[config.mk]
export PLATFORM = sky130hd
export DESIGN_NAME = alu_serial_ctrl_flat
export DESIGN_NICKNAME = d
export VERILOG_FILES = /design/src/rtl/alu_serial_ctrl_pkg.sv /design/src/rtl/alu_serial_ctrl_if.sv /design/src/rtl/alu_serial_ctrl_alu_1bit.sv /design/src/rtl/alu_serial_ctrl.sv /design/src/flat_wrapper.sv
export SDC_FILE = /design/constraint.sdc
export NUM_CORES = 1
export LEC_CHECK = 0
export ABC_AREA = 1
export CAP_MARGIN = 0
export CORE_ASPECT_RATIO = 1.1
export CORE_UTILIZATION = 45
export DETAILED_ROUTE_END_ITERATION = 12
export HOLD_SLACK_MARGIN = 0.02
export MAX_ROUTING_LAYER = met4
export PLACE_DENSITY = 0.73
export SLEW_MARGIN = 10
export SYNTH_ARGS = -nofsm -noshare
export SYNTH_HDL_FRONTEND = slang
export SYNTH_SLANG_ARGS = --single-unit
[constraint.sdc]
create_clock -name clk -period 2.35 [get_ports clk]
set_input_delay 0.235 -clock clk [delete_from_list [all_inputs] [get_ports clk]]
set_output_delay 0.235 -clock clk [all_outputs]
set_load 0.05 [all_outputs]
[src/rtl/alu_serial_ctrl_pkg.sv]
// Shared opcode and state encodings for the bit-serial ALU sequencer.
package alu_pkg;

    typedef logic [2:0] alu_op_t;

    localparam alu_op_t OP_AND = 3'b000;
    localparam alu_op_t OP_OR  = 3'b001;
    localparam alu_op_t OP_ADD = 3'b010;
    localparam alu_op_t OP_SUB = 3'b110;
    localparam alu_op_t OP_SLT = 3'b111;

    localparam logic [1:0] IDLE = 2'd0;
    localparam logic [1:0] RUN  = 2'd1;
    localparam logic [1:0] DONE = 2'd2;

    // SLT is evaluated as a subtraction; the compare bit is derived afterwards.
    function automatic alu_op_t slice_op(input alu_op_t op);
        return (op[1:0] == 2'b11) ? OP_SUB : op;
    endfunction

endpackage

[src/rtl/alu_serial_ctrl_if.sv]
// Request/response handshake bundle between an issuer and the serial ALU.
interface alu_serial_ctrl_if #(
    parameter int WIDTH = 32
);
    logic             in_valid;
    logic             in_ready;
    logic [WIDTH-1:0] in_a;
    logic [WIDTH-1:0] in_b;
    logic [2:0]       in_op;
    logic             out_valid;
    logic             out_ready;
    logic [WIDTH-1:0] out_result;
    logic             out_zero;
    logic             out_carry;
    logic             out_ovf;
    logic             busy;

    modport master (
        output in_valid, in_a, in_b, in_op, out_ready,
        input  in_ready, out_valid, out_result, out_zero, out_carry, out_ovf, busy
    );

    modport slave (
        input  in_valid, in_a, in_b, in_op, out_ready,
        output in_ready, out_valid, out_result, out_zero, out_carry, out_ovf, busy
    );
endinterface

[src/rtl/alu_serial_ctrl_alu_1bit.sv]
// One-bit ALU slice: AND/OR/ADD/LESS with optional B inversion; carry chain always computed.
import alu_pkg::*;

module alu_1bit (
    input  logic    a_i,
    input  logic    b_i,
    input  logic    cin_i,
    input  logic    lessi_i,
    input  alu_op_t op_i,
    output logic    r_o,
    output logic    cout_o
);
    logic b_eff;

    assign b_eff  = b_i ^ op_i[2];
    assign cout_o = (a_i & b_eff) | (cin_i & (a_i ^ b_eff));

    always_comb begin
        r_o = 1'b0;
        case (op_i[1:0])
            2'b00:   r_o = a_i & b_eff;
            2'b01:   r_o = a_i | b_eff;
            2'b10:   r_o = a_i ^ b_eff ^ cin_i;
            default: r_o = lessi_i;
        endcase
    end
endmodule

[src/rtl/alu_serial_ctrl.sv]
// Bit-serial ALU sequencer: one shared slice walks the operands LSB first, one bit per clock.
import alu_pkg::*;

module alu_serial_ctrl #(
    parameter  int WIDTH = 32,
    localparam int CNT_W = $clog2(WIDTH)
) (
    input logic              clk,
    input logic              reset,
    alu_serial_ctrl_if.slave bus
);
    localparam logic [CNT_W-1:0] LAST_BIT = CNT_W'(WIDTH - 1);

    logic [1:0]       state_q, state_d;
    logic [WIDTH-1:0] a_q, a_d;
    logic [WIDTH-1:0] b_q, b_d;
    logic [WIDTH-1:0] res_q, res_d;
    alu_op_t          op_q, op_d;
    logic             carry_q, carry_d;
    logic [CNT_W-1:0] cnt_q, cnt_d;
    logic             cin_msb_q, cin_msb_d;
    logic             sum_msb_q, sum_msb_d;

    logic             slice_r;
    logic             slice_cout;

    alu_1bit u_slice (
        .a_i     (a_q[0]),
        .b_i     (b_q[0]),
        .cin_i   (carry_q),
        .lessi_i (1'b0),
        .op_i    (slice_op(op_q)),
        .r_o     (slice_r),
        .cout_o  (slice_cout)
    );

    always_ff @(posedge clk) begin
        if (reset) begin
            state_q   <= IDLE;
            a_q       <= '0;
            b_q       <= '0;
            res_q     <= '0;
            op_q      <= '0;
            carry_q   <= 1'b0;
            cnt_q     <= '0;
            cin_msb_q <= 1'b0;
            sum_msb_q <= 1'b0;
        end else begin
            state_q   <= state_d;
            a_q       <= a_d;
            b_q       <= b_d;
            res_q     <= res_d;
            op_q      <= op_d;
            carry_q   <= carry_d;
            cnt_q     <= cnt_d;
            cin_msb_q <= cin_msb_d;
            sum_msb_q <= sum_msb_d;
        end
    end

    always_comb begin
        state_d   = state_q;
        a_d       = a_q;
        b_d       = b_q;
        res_d     = res_q;
        op_d      = op_q;
        carry_d   = carry_q;
        cnt_d     = cnt_q;
        cin_msb_d = cin_msb_q;
        sum_msb_d = sum_msb_q;
        case (state_q)
            IDLE: begin
                if (bus.in_valid) begin
                    a_d     = bus.in_a;
                    b_d     = bus.in_b;
                    op_d    = bus.in_op;
                    carry_d = bus.in_op[2];
                    cnt_d   = '0;
                    res_d   = '0;
                    state_d = RUN;
                end
            end
            RUN: begin
                a_d     = a_q >> 1;
                b_d     = b_q >> 1;
                res_d   = {slice_r, res_q[WIDTH-1:1]};
                carry_d = slice_cout;
                cnt_d   = cnt_q + CNT_W'(1);
                // The MSB step keeps its carry-in and sum for overflow and SLT.
                if (cnt_q == LAST_BIT) begin
                    cin_msb_d = carry_q;
                    sum_msb_d = slice_r;
                    state_d   = DONE;
                end
            end
            DONE: begin
                if (bus.out_ready) begin
                    state_d = IDLE;
                end
            end
            default: state_d = IDLE;
        endcase
    end

    logic             done;
    logic             is_slt;
    logic             less;
    logic [WIDTH-1:0] result_w;

    assign done     = (state_q == DONE);
    assign is_slt   = (op_q[1:0] == 2'b11);
    assign less     = sum_msb_q ^ (cin_msb_q ^ carry_q);
    assign result_w = is_slt ? {{(WIDTH-1){1'b0}}, less} : res_q;

    // Result and flags are masked outside DONE so partial words never leak out.
    assign bus.in_ready   = (state_q == IDLE);
    assign bus.busy       = (state_q != IDLE);
    assign bus.out_valid  = done;
    assign bus.out_result = done ? result_w : '0;
    assign bus.out_zero   = done && (result_w == '0);
    assign bus.out_carry  = done && carry_q;
    assign bus.out_ovf    = done && (op_q[1:0] == 2'b10) && (cin_msb_q ^ carry_q);
endmodule

[src/flat_wrapper.sv]
// flat-port wrapper written by rule: the top's interface ports become plain ports
module alu_serial_ctrl_flat 
#(
    parameter  int WIDTH = 32,
    localparam int CNT_W = $clog2(WIDTH)
)
  (clk, reset, bus_in_valid, bus_in_a, bus_in_b, bus_in_op, bus_out_ready, bus_in_ready, bus_out_valid, bus_out_result, bus_out_zero, bus_out_carry, bus_out_ovf, bus_busy);
  alu_serial_ctrl_if #(.WIDTH(WIDTH)) bus_i ();
  input logic clk;
  input logic reset;
  input wire logic [$bits(bus_i.in_valid)-1:0] bus_in_valid;
  input wire logic [$bits(bus_i.in_a)-1:0] bus_in_a;
  input wire logic [$bits(bus_i.in_b)-1:0] bus_in_b;
  input wire logic [$bits(bus_i.in_op)-1:0] bus_in_op;
  input wire logic [$bits(bus_i.out_ready)-1:0] bus_out_ready;
  output wire logic [$bits(bus_i.in_ready)-1:0] bus_in_ready;
  output wire logic [$bits(bus_i.out_valid)-1:0] bus_out_valid;
  output wire logic [$bits(bus_i.out_result)-1:0] bus_out_result;
  output wire logic [$bits(bus_i.out_zero)-1:0] bus_out_zero;
  output wire logic [$bits(bus_i.out_carry)-1:0] bus_out_carry;
  output wire logic [$bits(bus_i.out_ovf)-1:0] bus_out_ovf;
  output wire logic [$bits(bus_i.busy)-1:0] bus_busy;
  assign bus_i.in_valid = bus_in_valid;
  assign bus_i.in_a = bus_in_a;
  assign bus_i.in_b = bus_in_b;
  assign bus_i.in_op = bus_in_op;
  assign bus_i.out_ready = bus_out_ready;
  assign bus_in_ready = bus_i.in_ready;
  assign bus_out_valid = bus_i.out_valid;
  assign bus_out_result = bus_i.out_result;
  assign bus_out_zero = bus_i.out_zero;
  assign bus_out_carry = bus_i.out_carry;
  assign bus_out_ovf = bus_i.out_ovf;
  assign bus_busy = bus_i.busy;
  alu_serial_ctrl #(.WIDTH(WIDTH)) u_core (.clk(clk), .reset(reset), .bus(bus_i));
endmodule
==> results of run 1 <==
-- power groups by stage --
stage               Clock, W  Combinational (W)  Sequential (W)
floorplan                  0           0.000346         0.00203
global placement           0           0.000516         0.00204
detailed placement         0           0.000529         0.00204
CTS                  0.00160           0.000531         0.00200
global route         0.00166           0.000591         0.00201
finish               0.00156           0.000526         0.00200
-- cell families (layout without fill, tap and decap cells) --
logic type,count (synthesis),count (layout)
AND/OR/NAND/NOR,339,339
AO/OA/AOI/OAI,140,140
flip-flops,109,109
buffers and inverters,85,168
adder cells (fa/ha/maj),5,5
XOR/XNOR,1,1
-- through the flow --
| step | util | power (W) | area [um2] | cells |
|---|---|---|---|---|
| after floorplan | - | 0.002376 | 4816 | 679 |
| after global placement | 0.5645 | 0.002556 | 5867 | 892 |
| after detailed placement | 0.5645 | 0.002572 | 5867 | 892 |
| after CTS | 0.5936 | 0.004128 | 6170 | 905 |
| after global routing | 0.5936 | 0.004269 | 6170 | 905 |
| final | 0.5936 | 0.004086 | 6170 | 905 |
-- worst max-delay path: stages (launching register included) --
cell     delay (ns)
dfxtp_1        0.46
nand2_2        0.08
buf_4          0.24
nand2_1        0.13
nand4_1        0.10
nor2_1         0.18
nand2_1        0.07
nor2_1         0.19
buf_12         0.17
-- how the worst max path moves through the flow --
| stage | to | slack [ns] | depth (start not counted) |
|---|---|---|---|
| floorplan | bus_out_result[10] | 0.20 | 5 |
| global placement | u_core.sum_msb_q$_SDFFE_PP0P_ | 0.42 | 9 |
| detailed placement | u_core.sum_msb_q$_SDFFE_PP0P_ | 0.32 | 11 |
| CTS | bus_out_zero | 0.15 | 8 |
| global route | bus_out_zero | 0.03 | 8 |
| finish | bus_out_zero | 0.14 | 8 |
-- synth_stat cells --
| cell | n |
|---|---|
| nor4_1 | 1 |
| or2_2 | 3 |
| a31oi_1 | 45 |
| nand3_1 | 10 |
| nand2_2 | 2 |
| fa_1 | 1 |
| dfxtp_1 | 109 |
| nand2_1 | 254 |
| nor3_1 | 1 |
| buf_2 | 25 |
| inv_1 | 35 |
| clkbuf_1 | 16 |
| a211oi_2 | 9 |
| nor2_1 | 61 |
| buf_4 | 1 |
| buf_6 | 1 |
| a211oi_1 | 8 |
| o21a_1 | 3 |
| xnor2_1 | 1 |
| nor2_2 | 2 |
| nor2_4 | 1 |
| nand4_1 | 4 |
| inv_2 | 3 |
| a21oi_1 | 45 |
| ha_1 | 4 |
| buf_1 | 4 |
| o21ai_0 | 30 |
-- final cells by class --
type	instances	area, um2	area share
clock buffers	11	242.7	0.03934
clock inverters	2	60.06	0.009734
inverters	38	142.6	0.02312
multi-input cells	485	2282	0.3699
flip-flops and latches	109	2182	0.3537
well taps	143	178.9	0.02900
repair buffers	117	1081	0.1752
-- layer usage --
layer  global-route usage  share of wire  vias up
met1               0.2576           0.46     2111
li1                     -              -     2350
met5                    -              0        -
met4              0.06832          0.013        0
met3              0.03090          0.043       12
met2               0.3762           0.48      109
-- registers in the layout, indices dropped and copies added (netlist names) --
register and count:
u_core.a_q 32, u_core.b_q 32, u_core.res_q 32, u_core.cnt_q 5
u_core.op_q 3, u_core.state_q 2, u_core.carry_q 1, u_core.cin_msb_q 1
u_core.sum_msb_q 1
==> flow_metrics.env, run 1 <==
export IMPL_synth_compound_area_frac=0.1776
export IMPL_post_route_period_util=0.9400
export IMPL_synth_mux_area_frac=0
export IMPL_finalCriticalPeriod_ns=2.209
export IMPL_crit_arrival_ns=1.97
export IMPL_crit_start="u_core.op_q[0]$_SDFFE_PP0P_"
export IMPL_worstMarginPinSlew_ns=0.8531
export IMPL_initial_core_util=0.4617
export IMPL_slew_violations=0
export IMPL_drt_initial_drc_count=195
export IMPL_first_pass_iters=5
export IMPL_cts_hold_buf=0
export IMPL_antenna_found_initial=0
export IMPL_globalRouteTotalUtil=0.2155
export IMPL_yosysWarnings=0
export IMPL_num_antenna_cells=0
export IMPL_synthSimpleGateAreaFrac=0.2759
export IMPL_layout_commonest_cell="nand2_1"
export IMPL_ctsResizeCount=0
export IMPL_clockBufferDepth=2
export IMPL_setup_slack_ns=0.1411
export IMPL_cts_root_buf="clkbuf_16"
export IMPL_r2r_start="u_core.op_q[0]$_SDFFE_PP0P_"
export IMPL_synth_seq_cells=109
export IMPL_vias=4582
export IMPL_grt_setup_unrepaired="no"
export IMPL_synth_cell_type_count=27
export IMPL_cp_data_required_time_ns=2.12
export IMPL_p_int_w=0.003122
export IMPL_startpoint_type="flop"
export IMPL_area_delta_synth_final_pct=28.58
export IMPL_drt_wl_total_um=10940
export IMPL_status="completed"
export IMPL_min_from="u_core.b_q[20]$_SDFFE_PP0P_"
export IMPL_gp_congestion=0.8028
export IMPL_p_comb_frac=0.129
export IMPL_clkPwrFrac=0.381
export IMPL_post_place_ws_ns=0.3179
export IMPL_switching_share=0.2360
export IMPL_worst_hold_path_num_cells=2
export IMPL_syn_inst=679
export IMPL_ant_nets=0
export IMPL_synth_top_family_by_area="simple AND/OR/NAND/NOR gates"
export IMPL_max_freq_mhz=452.7
export IMPL_ys_top_cells_by_area="dfxtp_1 45%, nand2_1 20%, a31oi_1 5.9%"
export IMPL_synth_xor_area_share=0.001825
export IMPL_hold_path_endpoint="u_core.b_q[20]$_SDFFE_PP0P_"
export IMPL_path_class="flop to primary output"
export IMPL_grt_ovfl_total=0
export IMPL_reg2reg_slack_ns=0.31
export IMPL_die_x_um=100.5
export IMPL_cts_tree="done"
export IMPL_crit_fanout=36
export IMPL_rows=39
export IMPL_avgRoutedWirePerCell_um=12.09
export IMPL_drive_gt1_frac=0.1037
export IMPL_fin_hold_ws_ns=0.4591
export IMPL_maxSlewHeadroom=0.4313
export IMPL_worst_clock_skew_ns=0.005181
export IMPL_synthAdderAreaFrac=0.01460
export IMPL_dp_hpwl_um=7410
export IMPL_avgSynthCellArea_um2=7.067
export IMPL_syn_nets=755
export IMPL_grt_first_pass_wirelength_um=18840
export IMPL_syn_area_um2=4798
export IMPL_core_um2=10390
export IMPL_cp_end_kind="primary output"
export IMPL_synth_top_cell_area_share=0.4548
export IMPL_fin_nets=836
export IMPL_power_leakage_nw=2.240
export IMPL_layout_common_cells="254 x nand2_1, 109 x dfxtp_1, 72 x clkdlybuf4s50_1"
export IMPL_clk_pin_slew_ns=0.07
export IMPL_worst_ir_drop_vdd_mv=0.3663
export IMPL_p_per_area_nw_per_um2=662.3
export IMPL_hold_violations=0
export IMPL_drc=0
export IMPL_grt_max_degree=87
export IMPL_yosysSeqAreaShare=0.4548
export IMPL_clk_latency_ns=0.33
export IMPL_viasPerCell=5.063
export IMPL_holdCritPathClass="flop to flop"
export IMPL_die_area_um2=11080
export IMPL_filler_cell_count=982
export IMPL_clock_sinks=109
export IMPL_r2r_end="u_core.sum_msb_q$_SDFFE_PP0P_"
export IMPL_htreeDepth=3
export IMPL_port_buffers=108
export IMPL_setup_tns_final_ns=0
export IMPL_post_cts_buffers=0
export IMPL_rr_worst_depth=11
export IMPL_die_h_um=110.3
export IMPL_setup_viol_count_final=0
export IMPL_grt_pass1_vias=4382
export IMPL_seqPwrFrac=0.490
export IMPL_maxCapViolCount=0
export IMPL_switchingPower_w=0.0009641
export IMPL_numCtsBuffers=9
export IMPL_yosysTopAreaCell="dfxtp_1"
export IMPL_pin_count=109
Note: power is estimated with default switching activity, not from simulation.
==> run 2, diff against run 1 <==
- CORE_UTILIZATION: 45 -> 38
- PLACE_DENSITY: 0.73 -> 0.63
==> flow_metrics.env, run 2 (synthesis gave the netlist of run 1 again) <==
export IMPL_ant_nets=0
export IMPL_cts_hold_buf=0
export IMPL_clockBufferDepth=2
export IMPL_grt_first_pass_wirelength_um=18820
export IMPL_worst_clock_skew_ns=0.005382
export IMPL_cp_end_kind="primary output"
export IMPL_setup_slack_ns=0.1494
export IMPL_post_route_period_util=0.9364
export IMPL_rows=42
export IMPL_min_from="reset"
export IMPL_clk_latency_ns=0.34
export IMPL_power_leakage_nw=2.239
export IMPL_status="completed"
export IMPL_die_h_um=119.9
export IMPL_ctsResizeCount=0
export IMPL_grt_ovfl_total=0
export IMPL_port_buffers=108
export IMPL_fin_nets=837
export IMPL_pin_count=109
export IMPL_clock_sinks=109
export IMPL_dp_cells=904
export IMPL_crit_arrival_ns=1.97
export IMPL_worst_hold_path_num_cells=3
export IMPL_cp_data_required_time_ns=2.12
export IMPL_hold_path_endpoint="u_core.cnt_q[0]$_SDFFE_PP0P_"
export IMPL_die_area_um2=13080
export IMPL_r2r_start="u_core.op_q[0]$_SDFFE_PP0P_"
export IMPL_initial_core_util=0.3936
export IMPL_layout_common_cells="254 x nand2_1, 109 x dfxtp_1, 72 x clkdlybuf4s50_1"
export IMPL_crit_fanout=36
export IMPL_first_pass_iters=4
export IMPL_numCtsBuffers=9
export IMPL_die_x_um=109.1
export IMPL_antenna_found_initial=1
export IMPL_p_per_area_nw_per_um2=639.4
export IMPL_reg2reg_slack_ns=0.31
export IMPL_max_freq_mhz=454.4
export IMPL_clk_pin_slew_ns=0.07
export IMPL_worst_ir_drop_vdd_mv=0.4556
export IMPL_drive_gt1_frac=0.1059
export IMPL_grt_setup_unrepaired="no"
export IMPL_setup_tns_final_ns=0
export IMPL_htreeDepth=3
export IMPL_globalRouteTotalUtil=0.1845
export IMPL_use_met2=0.2948
export IMPL_startpoint_type="flop"
export IMPL_layout_commonest_cell="nand2_1"
export IMPL_grt_use_met1=0.2342
export IMPL_worstMarginPinSlew_ns=0.6913
export IMPL_finalCriticalPeriod_ns=2.201
export IMPL_reg_top3="u_core.a_q (32), u_core.b_q (32), u_core.res_q (32)"
export IMPL_layoutNonFillerInstCount=920
export IMPL_avgRoutedWirePerCell_um=12.25
export IMPL_post_cts_buffers=0
export IMPL_cts_tree="done"
export IMPL_maxSlewHeadroom=0.5380
export IMPL_hold_violations=0
export IMPL_grt_max_degree=52
export IMPL_slew_violations=0
export IMPL_setup_viol_count_final=0
export IMPL_power_w=0.003953
export IMPL_drt_initial_drc_count=231
export IMPL_r2r_end="u_core.sum_msb_q$_SDFFE_PP0P_"
export IMPL_grt_busiest_layer="met2"
export IMPL_rr_worst_depth=11
export IMPL_post_place_ws_ns=0.3059
export IMPL_drc=0
export IMPL_holdCritPathClass="primary input to flop"
export IMPL_core_um2=12190
export IMPL_grt_pass1_vias=4154
export IMPL_dp_hpwl_um=7764
export IMPL_grt_use_met3=0.04074
export IMPL_maxCapViolCount=0
export IMPL_viasPerCell=4.901
export IMPL_fin_util=0.5071
export IMPL_cts_root_buf="clkbuf_16"
export IMPL_drt_wl_total_um=11270
export IMPL_area_delta_synth_final_pct=28.84
export IMPL_vias=4509
export IMPL_path_class="flop to primary output"
export IMPL_gp_congestion=0.7832
run 2: cell count changes in the layout (fill, tap and decap cells not counted):
cell / before / now
diode_2: 0 / 1
clkbuf_8: 1 / 3
bufinv_16: 2 / 0
clkbuf_1: 1 / 2
buf_12: 2 / 3
clkinv_2: 0 / 1
run 2: cell type report:
type	count	area [um2]
Fill cell	1216	6010
Multi-Input combinational cell	485	2282
Sequential cell	109	2182
Timing Repair Buffer	118	1101
Clock buffer	14	274.0
Tap cell	154	192.7
Inverter	38	142.6
Clock inverter	1	5.005
Antenna cell	1	2.502
run 2: stage by stage:
stage                     hold WS [ns]  instance area [um2]
after floorplan                 0.3699                 4816
after global placement          0.4434                 5901
after detailed placement        0.4480                 5901
after CTS                       0.4191                 6180
after global routing            0.4511                 6182
final                           0.4181                 6182
run 2: layer usage:
metal | vias to the layer above | wire, um | part of all wire
met5 | - | 0 | 0
met4 | 0 | 114 | 0.010
met3 | 10 | 523 | 0.046
met2 | 92 | 5250 | 0.47
met1 | 2047 | 5377 | 0.48
li1 | 2360 | - | -
run 2: worst max path at each step:
| stage | startpoint | endpoint | slack [ns] | depth (start not counted) |
|---|---|---|---|---|
| 4_1_cts | u_core.op_q[0]$_SDFFE_PP0P_ | bus_out_zero | 0.13 | 8 |
| 2_1_floorplan | u_core.state_q[1]$_SDFFE_PP0P_ | bus_out_result[10] | 0.20 | 5 |
| 5_1_grt | u_core.op_q[0]$_SDFFE_PP0P_ | bus_out_zero | 0.01 | 8 |
| 3_3_place_gp | u_core.op_q[0]$_SDFFE_PP0P_ | u_core.sum_msb_q$_SDFFE_PP0P_ | 0.42 | 9 |
| 3_5_place_dp | u_core.op_q[0]$_SDFFE_PP0P_ | u_core.sum_msb_q$_SDFFE_PP0P_ | 0.31 | 11 |
| 6_report | u_core.op_q[0]$_SDFFE_PP0P_ | bus_out_zero | 0.15 | 8 |
run 2: power by group:
part / total (W) / switching (W) / internal (W)
Clock: 0.00142 / 0.000623 / 0.000800
Sequential: 0.00200 / 0.0000561 / 0.00195
Combinational: 0.000527 / 0.000299 / 0.000228
run 2: worst max-delay path: stages (launching register included):
cell and delay (ns):
dfxtp_1 0.43, nand2_2 0.07, buf_4 0.24, nand2_1 0.13, nand4_1 0.10, nor2_1 0.18, nand2_1 0.07, nor2_1 0.21
buf_12 0.17
==> run 3, diff against run 2 <==
- CORE_MARGIN: default -> 4
- HOLD_SLACK_MARGIN: 0.02 -> 0.1
==> flow_metrics.env, run 3 (synthesis gave the netlist of run 1 again) <==
export IMPL_cpMaxStageDelayCell="dfxtp_1"
export IMPL_rows=42
export IMPL_drt_initial_drc_count=315
export IMPL_clkPwrFrac=0.371
export IMPL_post_cts_buffers=0
export IMPL_max_freq_mhz=466.2
export IMPL_holdCritPathClass="primary input to flop"
export IMPL_crit_arrival_ns=1.91
export IMPL_post_route_period_util=0.9127
export IMPL_cts_root_buf="clkbuf_16"
export IMPL_crit_chain="nand2_2 -> buf_4 -> nand2_1 -> nand4_1 -> nor2_1 -> nand2_1 -> nor2_1 -> buf_12"
export IMPL_setup_viol_count_final=0
export IMPL_post_place_ws_ns=0.1685
export IMPL_maxSlewHeadroom=0.4845
export IMPL_first_pass_iters=5
export IMPL_dp_hpwl_um=7866
export IMPL_die_x_um=115.1
export IMPL_p_int_w=0.003001
export IMPL_worst_ir_drop_vdd_mv=0.3963
export IMPL_filler_cell_count=1231
export IMPL_cts_hold_buf=0
export IMPL_grt_pass1_vias=4335
export IMPL_grt_first_pass_wirelength_um=19470
export IMPL_setup_slack_ns=0.2051
export IMPL_finalCriticalPeriod_ns=2.145
export IMPL_switchingPower_w=0.001024
export IMPL_reg_top3="u_core.a_q (32), u_core.b_q (32), u_core.res_q (32)"
export IMPL_critPathTopFamily="simple AND/OR/NAND/NOR gates"
export IMPL_switching_share=0.2544
export IMPL_globalRouteTotalUtil=0.1660
export IMPL_grt_setup_unrepaired="no"
export IMPL_p_comb_frac=0.131
export IMPL_p_per_area_nw_per_um2=650.5
export IMPL_hold_violations=0
export IMPL_grt_ovfl_total=0
export IMPL_seqPwrFrac=0.498
export IMPL_drt_wl_total_um=11740
export IMPL_die_h_um=125.9
export IMPL_fin_nets=833
export IMPL_die_area_um2=14490
export IMPL_htreeDepth=3
export IMPL_worstMarginPinSlew_ns=0.7715
export IMPL_gp_congestion=0.8091
export IMPL_ctsResizeCount=0
export IMPL_cp_data_required_time_ns=2.12
export IMPL_initial_core_util=0.3936
export IMPL_maxCapViolCount=0
export IMPL_status="completed"
export IMPL_path_buf_inv=2
export IMPL_drive_gt1_frac=0.1038
export IMPL_layout_common_cells="254 x nand2_1, 108 x dfxtp_1, 72 x clkdlybuf4s50_1"
export IMPL_ant_nets=0
export IMPL_num_antenna_cells=0
export IMPL_pin_count=109
export IMPL_setup_tns_final_ns=0
export IMPL_clock_sinks=109
export IMPL_core_um2=12190
export IMPL_avgRoutedWirePerCell_um=12.83
export IMPL_cp_end_kind="primary output"
export IMPL_layout_commonest_cell="nand2_1"
export IMPL_vias=4539
export IMPL_startpoint_type="flop"
export IMPL_worst_path_largest_cell_delay_ns=0.40
export IMPL_power_leakage_nw=2.225
export IMPL_clk_latency_ns=0.34
export IMPL_reg2reg_slack_ns=0.37
export IMPL_fin_hold_ws_ns=0.4246
export IMPL_cts_tree="done"
export IMPL_port_buffers=108
export IMPL_slew_violations=0
export IMPL_path_class="flop to primary output"
export IMPL_drc=0
export IMPL_grt_max_degree=87
export IMPL_multi_input_area_um2=2282
export IMPL_crit_fanout=36
export IMPL_area_delta_synth_final_pct=28.97
export IMPL_numCtsBuffers=9
export IMPL_register_area_um2=2183
export IMPL_clockBufferDepth=2
export IMPL_viasPerCell=4.961
export IMPL_clk_pin_slew_ns=0.07
export IMPL_worst_clock_skew_ns=0.006125
export IMPL_antenna_found_initial=0
[run 3: per-stage QoR]
| step | power [W] | util | instances | instance area [um2] |
|---|---|---|---|---|
| 6_report | 0.004025 | 0.5076 | 915 | 6188 |
| 5_1_grt | 0.004219 | 0.5076 | 915 | 6188 |
| 2_1_floorplan | 0.002376 | - | 679 | 4816 |
| 4_1_cts | 0.004068 | 0.5075 | 915 | 6187 |
| 3_3_place_gp | 0.002566 | 0.4836 | 900 | 5896 |
| 3_5_place_dp | 0.002578 | 0.4836 | 900 | 5896 |
[run 3: path summary, 6_finish.rpt]
check | from | to | cells past startpoint
hold / removal | reset | u_core.op_q[2]$_SDFFE_PP0P_ | 3
setup reg to reg | u_core.op_q[0]$_SDFFE_PP0P_ | u_core.sum_msb_q$_SDFFE_PP0P_ | 11
hold reg to reg | u_core.b_q[17]$_SDFFE_PP0P_ | u_core.b_q[17]$_SDFFE_PP0P_ | 2
setup / recovery | u_core.op_q[1]$_SDFFE_PP0P_ | bus_out_zero | 8
[run 3: final cells by class]
cell class | instances | area share
clock inverter | 5 | 0.01011
timing repair buffer | 114 | 0.1771
tap | 154 | 0.03114
inverter | 38 | 0.02305
sequential | 109 | 0.3528
clock buffer | 10 | 0.03700
multi-input combinational | 485 | 0.3688
[run 3: worst reg2reg max path, cell delays in order, from the launching register on]
cell	delay [ns]
dfxtp_2	0.36
nand2_2	0.07
inv_1	0.06
or2_2	0.28
xnor2_1	0.30
inv_1	0.08
ha_1	0.20
inv_1	0.04
o21ai_0	0.11
o21a_1	0.19
o21ai_0	0.13
inv_1	0.05
[run 3: power by group through the flow]
stage	logic, W	registers [W]	clock network [W]
final	0.000528	0.00200	0.00149
after global routing	0.000592	0.00201	0.00161
after CTS	0.000536	0.00200	0.00153
after detailed placement	0.000536	0.00204	0
after global placement	0.000525	0.00204	0
after floorplan	0.000346	0.00203	0
[run 3: metal layers]
| metal | global-route usage | share of wire | up-vias |
|---|---|---|---|
| li1 | - | - | 2350 |
| met3 | 0.03311 | 0.050 | 11 |
| met2 | 0.2718 | 0.47 | 104 |
| met5 | - | 0 | - |
| met4 | 0.05110 | 0.011 | 0 |
| met1 | 0.2056 | 0.46 | 2074 |
